$ cat src/rtl/mem_sys_resp.sv
// Multi-cycle data-memory responder for the MEM stage.
// A legal request is latched and served after LATENCY cycles. The pipeline is
// held with a combinational stall until the completion cycle, where done
// pulses. Illegal requests are rejected with a one-cycle err pulse and never
// touch the array.
module mem_sys_resp #(
  parameter int LATENCY = 4,  // request-to-done cycles, 2..15
  parameter int AW      = 8   // word-address bits
) (
  input  logic        clk,
  input  logic        rst,       // asynchronous, active-low
  input  logic [15:0] addr,      // byte address, word index addr[AW:1]
  input  logic [15:0] data_in,
  input  logic        rd,
  input  logic        wr,
  output logic [15:0] data_out,
  output logic        stall,
  output logic        done,
  output logic        err
);

  localparam logic [1:0] S_IDLE = 2'd0;
  localparam logic [1:0] S_BUSY = 2'd1;
  localparam logic [1:0] S_DONE = 2'd2;

  localparam logic [3:0] CNT_LOAD = 4'(LATENCY - 1);

  logic [1:0]    state;
  logic [3:0]    cnt;
  logic [AW-1:0] lat_addr;
  logic [15:0]   lat_data;
  logic          lat_wr;

  logic [15:0]   mem [2**AW];

  logic accepting;
  logic req_legal;
  logic req_illegal;
  logic start;
  logic reject;
  logic finish;

  // DONE accepts new work exactly like IDLE, which allows back-to-back requests.
  assign accepting   = (state == S_IDLE) || (state == S_DONE);
  assign req_legal   = (rd ^ wr) & ~addr[0];
  assign req_illegal = (rd | wr) & ~req_legal;
  assign start       = accepting & req_legal;
  assign reject      = accepting & req_illegal;
  assign finish      = (state == S_BUSY) && (cnt <= 4'd1);

  // Hold the pipeline from the accepting cycle through the last BUSY cycle;
  // forced low while reset is asserted regardless of rd/wr.
  assign stall = rst & (start | (state == S_BUSY));

  // High byte-address bits beyond the array alias onto lower words.
  if (AW < 15) begin : g_alias
    logic unused_addr_hi;
    assign unused_addr_hi = ^addr[15:AW+1];
  end

  // Control FSM, latency counter, request latch and read-data register.
  // NOTE: sequential state uses non-blocking assignments so every register
  // samples pre-edge values, independent of statement order.
  always_ff @(posedge clk or negedge rst) begin
    if (!rst) begin
      state    <= S_IDLE;
      cnt      <= 4'd0;
      lat_addr <= '0;
      lat_data <= 16'h0000;
      lat_wr   <= 1'b0;
      data_out <= 16'h0000;
      done     <= 1'b0;
      err      <= 1'b0;
    end else begin
      done <= 1'b0;
      err  <= 1'b0;
      case (state)
        S_IDLE, S_DONE: begin
          if (start) begin
            state    <= S_BUSY;
            cnt      <= CNT_LOAD;
            lat_addr <= addr[AW:1];
            lat_data <= data_in;
            lat_wr   <= wr;
          end else begin
            state <= S_IDLE;
            err   <= reject;
          end
        end
        S_BUSY: begin
          if (finish) begin
            state <= S_DONE;
            cnt   <= 4'd0;
            done  <= 1'b1;
            if (!lat_wr) data_out <= mem[lat_addr];
          end else begin
            cnt <= cnt - 4'd1;
          end
        end
        default: state <= S_IDLE;
      endcase
    end
  end

  // Write commit on the edge that enters DONE, from latched address/data only.
  // NOTE: the array has no reset; a reset mid-transaction forces the FSM to
  // IDLE, so a pending write can never reach this enable.
  always_ff @(posedge clk) begin
    if (finish && lat_wr) mem[lat_addr] <= lat_data;
  end

endmodule

$ cat config.mk
export PLATFORM = sky130hd
export DESIGN_NAME = mem_sys_resp
export DESIGN_NICKNAME = d
export VERILOG_FILES = /design/src/rtl/mem_sys_resp.sv
export SDC_FILE = /design/constraint.sdc
export NUM_CORES = 2
export LEC_CHECK = 0
export ABC_AREA = 0
export CORE_MARGIN = 10
export CORE_UTILIZATION = 45
export CTS_CLUSTER_DIAMETER = 120
export DETAILED_ROUTE_END_ITERATION = 6
export DONT_BUFFER_PORTS = 1
export HOLD_SLACK_MARGIN = 0.05
export PLACE_DENSITY = 0.61
export SYNTH_ARGS = -nofsm -noshare
export SYNTH_HDL_FRONTEND = slang
export SYNTH_SLANG_ARGS = --single-unit
$ cat constraint.sdc
create_clock -name clk -period 9.3 [get_ports clk]
set_clock_uncertainty 0.05 [all_clocks]
set_input_delay 1.86 -clock clk [delete_from_list [all_inputs] [get_ports clk]]
set_output_delay 1.86 -clock clk [all_outputs]
set_load 0.005 [all_outputs]
==> flow_metrics.tcl <==
set metrics [dict create \
    final_cell_mix "edfxtp_1, mux4_2, clkbuf_16" \
    rows 218 \
    port_buffers 0 \
    crit_path_max_fanout 38 \
    final_common_cell "edfxtp_1" \
    worstSetupEndpoint "data_out[2]" \
    reg2reg_slack_ps 4040 \
    antenna_left 0 \
    vias_per_cell 6.14 \
    synth_cells 7256 \
    synthFlopType "edfxtp_1" \
    gp_congestion 0.842 \
    grt.total_usage 0.225 \
    worst_slack_ps 4040 \
    initial_utilization 0.453 \
    synth_edf_count 4096 \
    core_area_sq_um 353000 \
    outcome "finished, final reports clean" \
    fin_crit_sh 0.566 \
    hpwlAfterDp_mm 258 \
    hold_class "register to register" \
    cap_violations 0 \
    clk_latency_ps 980 \
    htreeDepth 5 \
    ys_ff_latch 4145 \
    critPathKind "register to register" \
    cts_tree "done" \
    synth_async_sr_flop_share 0.0118 \
    ys_warn_count 0 \
    num_io_pins 55 \
    post-cts-setup-buffers 0 \
    cts_buffer_depth 4 \
    cts_resized 0 \
    grt_pass1_vias 78200 \
    setup_violations 0 \
    crit_arrival_ps 6040 \
    crit_start "lat_addr[2]" \
    peakVddDrop_mv 0.291 \
    grt_overflow_total 0 \
    wl_per_cell_um 34.2 \
    drt_first_pass_iters 6 \
    nNetsFinal 7702 \
    grt_max_degree 162 \
    start_kind "register" \
    power_density_nw_per_um2 321 \
    min_period_ps 5260 \
    drv_slew 0 \
    areaGrowthSynthToFinish_pct 12.6 \
    slew_headroom 0.0315 \
    grt_pass1_wl_mm 612 \
    grt_antenna_before_repair 26 \
    reg2reg_to "data_out[2]" \
    worst_pin_slew_ps 1450 \
    ys_seq_area_frac 0.778 \
    end_kind "register" \
    die_y_um 616 \
    layout-drive-gt1-share 0.265 \
    setup_tns_ps 0 \
    routed_wl_mm 437 \
    avgSynthCellArea_sq_um 22.0 \
    die_w_um 616 \
    rsz0062_at_grt "no" \
    drc 0 \
    path_clk_slew_ps 60 \
    fmaxAchievable_ghz 0.190 \
    synthesis.nets 7295 \
    p_leak_nw 56.0 \
    synth_cell_types 69 \
    die_area_sq_um 379000 \
    vias 78400 \
    clkSinkCount 4145 \
    cts_root_buf "clkbuf_16" \
    hold_slack_ps 495 \
    fin_util 0.510 \
    hold_viol 0 \
    cp.required_ps 10080 \
    syn-cell-area_sq_um 160000 \
    reg2reg_from "lat_addr[2]" \
    dp_slack_ps 4090 \
    first_iter_violations 10200 \
    worst_r2r_path_depth 10 \
    holdBufCountCts 0 \
    cts_inserted_buffers 421 \
]
-- how the worst min path moves through the flow --
stage,end,startpoint,slack (ps),depth (start not counted)
finish,cnt[1],cnt[1],500,2
global route,lat_data[2],rst,490,0
floorplan,err,state[0],400,1
global placement,cnt[1],cnt[1],470,2
CTS,lat_data[2],rst,470,0
detailed placement,cnt[1],cnt[1],470,2
-- metal layers --
layer / part of all wire / GRT usage / vias to the layer above
met5: 0.00014 / 0 / -
met1: 0.38 / 0.304 / 42100
met4: 0.048 / 0.0911 / 10
li1: - / - / 31500
met2: 0.48 / 0.360 / 3921
met3: 0.088 / 0.0453 / 824
-- through the flow --
stage          area [sq um]  total power [mW]  std cells
6_report             180000              57.7      12800
5_1_grt              180000              59.5      12700
4_1_cts              180000              58.0      12700
3_5_place_dp         167000              41.7      12000
3_3_place_gp         167000              41.4      12000
2_1_floorplan        160000              35.4       7256
-- synthesized netlist by cell type (all sizes together), types with 3 or more instances --
cell | instances | share of area
o221ai | 21 | 0.0012
clkbuf | 131 | 0.0031
mux2i | 320 | 0.020
a22oi | 143 | 0.0067
nand3b | 9 | 0.00042
a31oi | 23 | 0.00090
nor4 | 10 | 0.00039
nand2b | 11 | 0.00043
o211ai | 13 | 0.00061
a22o | 8 | 0.00044
mux4 | 953 | 0.13
a311o | 5 | 0.00031
nor2 | 326 | 0.0077
o21bai | 4 | 0.00019
or3 | 3 | 0.00012
a32oi | 11 | 0.00060
edfxtp | 4096 | 0.77
nand4 | 24 | 0.00094
a21oi | 98 | 0.0031
nor3b | 3 | 0.00014
nand2 | 185 | 0.0043
nor3 | 43 | 0.0013
a2111oi | 3 | 0.00017
and3 | 7 | 0.00027
nor2b | 23 | 0.00090
o21ai | 86 | 0.0027
dfrtp | 49 | 0.0077
o22a | 19 | 0.0010
a221oi | 15 | 0.00082
and2 | 4 | 0.00016
or3b | 7 | 0.00038
inv | 11 | 0.00026
buf | 291 | 0.014
a31o | 4 | 0.00022
ha | 3 | 0.00024
mux2 | 70 | 0.0049
nand3 | 64 | 0.0020
or4 | 4 | 0.00019
o2111ai | 8 | 0.00044
o22ai | 90 | 0.0035
a211oi | 19 | 0.00089
a41oi | 11 | 0.00060
-- cells by family (layout without fill, tap and decap cells) --
logic type               Yosys count  after routing  synth area share
flip-flops                      4145           4145             0.778
AO/OA/AOI/OAI                    602            602            0.0256
AND/OR/NAND/NOR                  730            730            0.0201
adder cells (fa/ha/maj)            3              3          0.000235
buffers and inverters            433           1189            0.0170
other                              0             13                 0
multiplexers                    1343           1343             0.159
-- flip-flops by register name, summed over array words and instances (netlist names) --
signal / flops
cnt: 4
data_out: 16
done: 1
err: 1
lat_addr: 8
lat_data: 16
lat_wr: 1
mem: 4096
state: 2
-- cell type report --
cell class / count / area (sq um)
Timing Repair Buffer: 406 / 3250
Tap cell: 4730 / 5920
Clock inverter: 249 / 2300
Sequential cell: 4145 / 124000
Fill cell: 27600 / 173000
Inverter: 11 / 47.5
Antenna cell: 13 / 32.5
Multi-Input combinational cell: 2678 / 33000
Clock buffer: 523 / 11000
-- worst max-delay path, cell delays in order, from the launching register on --
cell and delay [ps]:
dfrtp_4 1010, buf_4 510, and2_2 220, buf_4 390, nand2_1 490, buf_4 400
o221ai_1 420, nor3_1 140, o22ai_1 670, a311o_1 520, a31oi_1 150
-- power breakdown --
group	switching [mW]	internal, mW
logic	11.0	5.65
registers	1.07	23.5
clock network	7.12	9.29
total	19.2	38.5
Power figures use the tool's default switching activity.
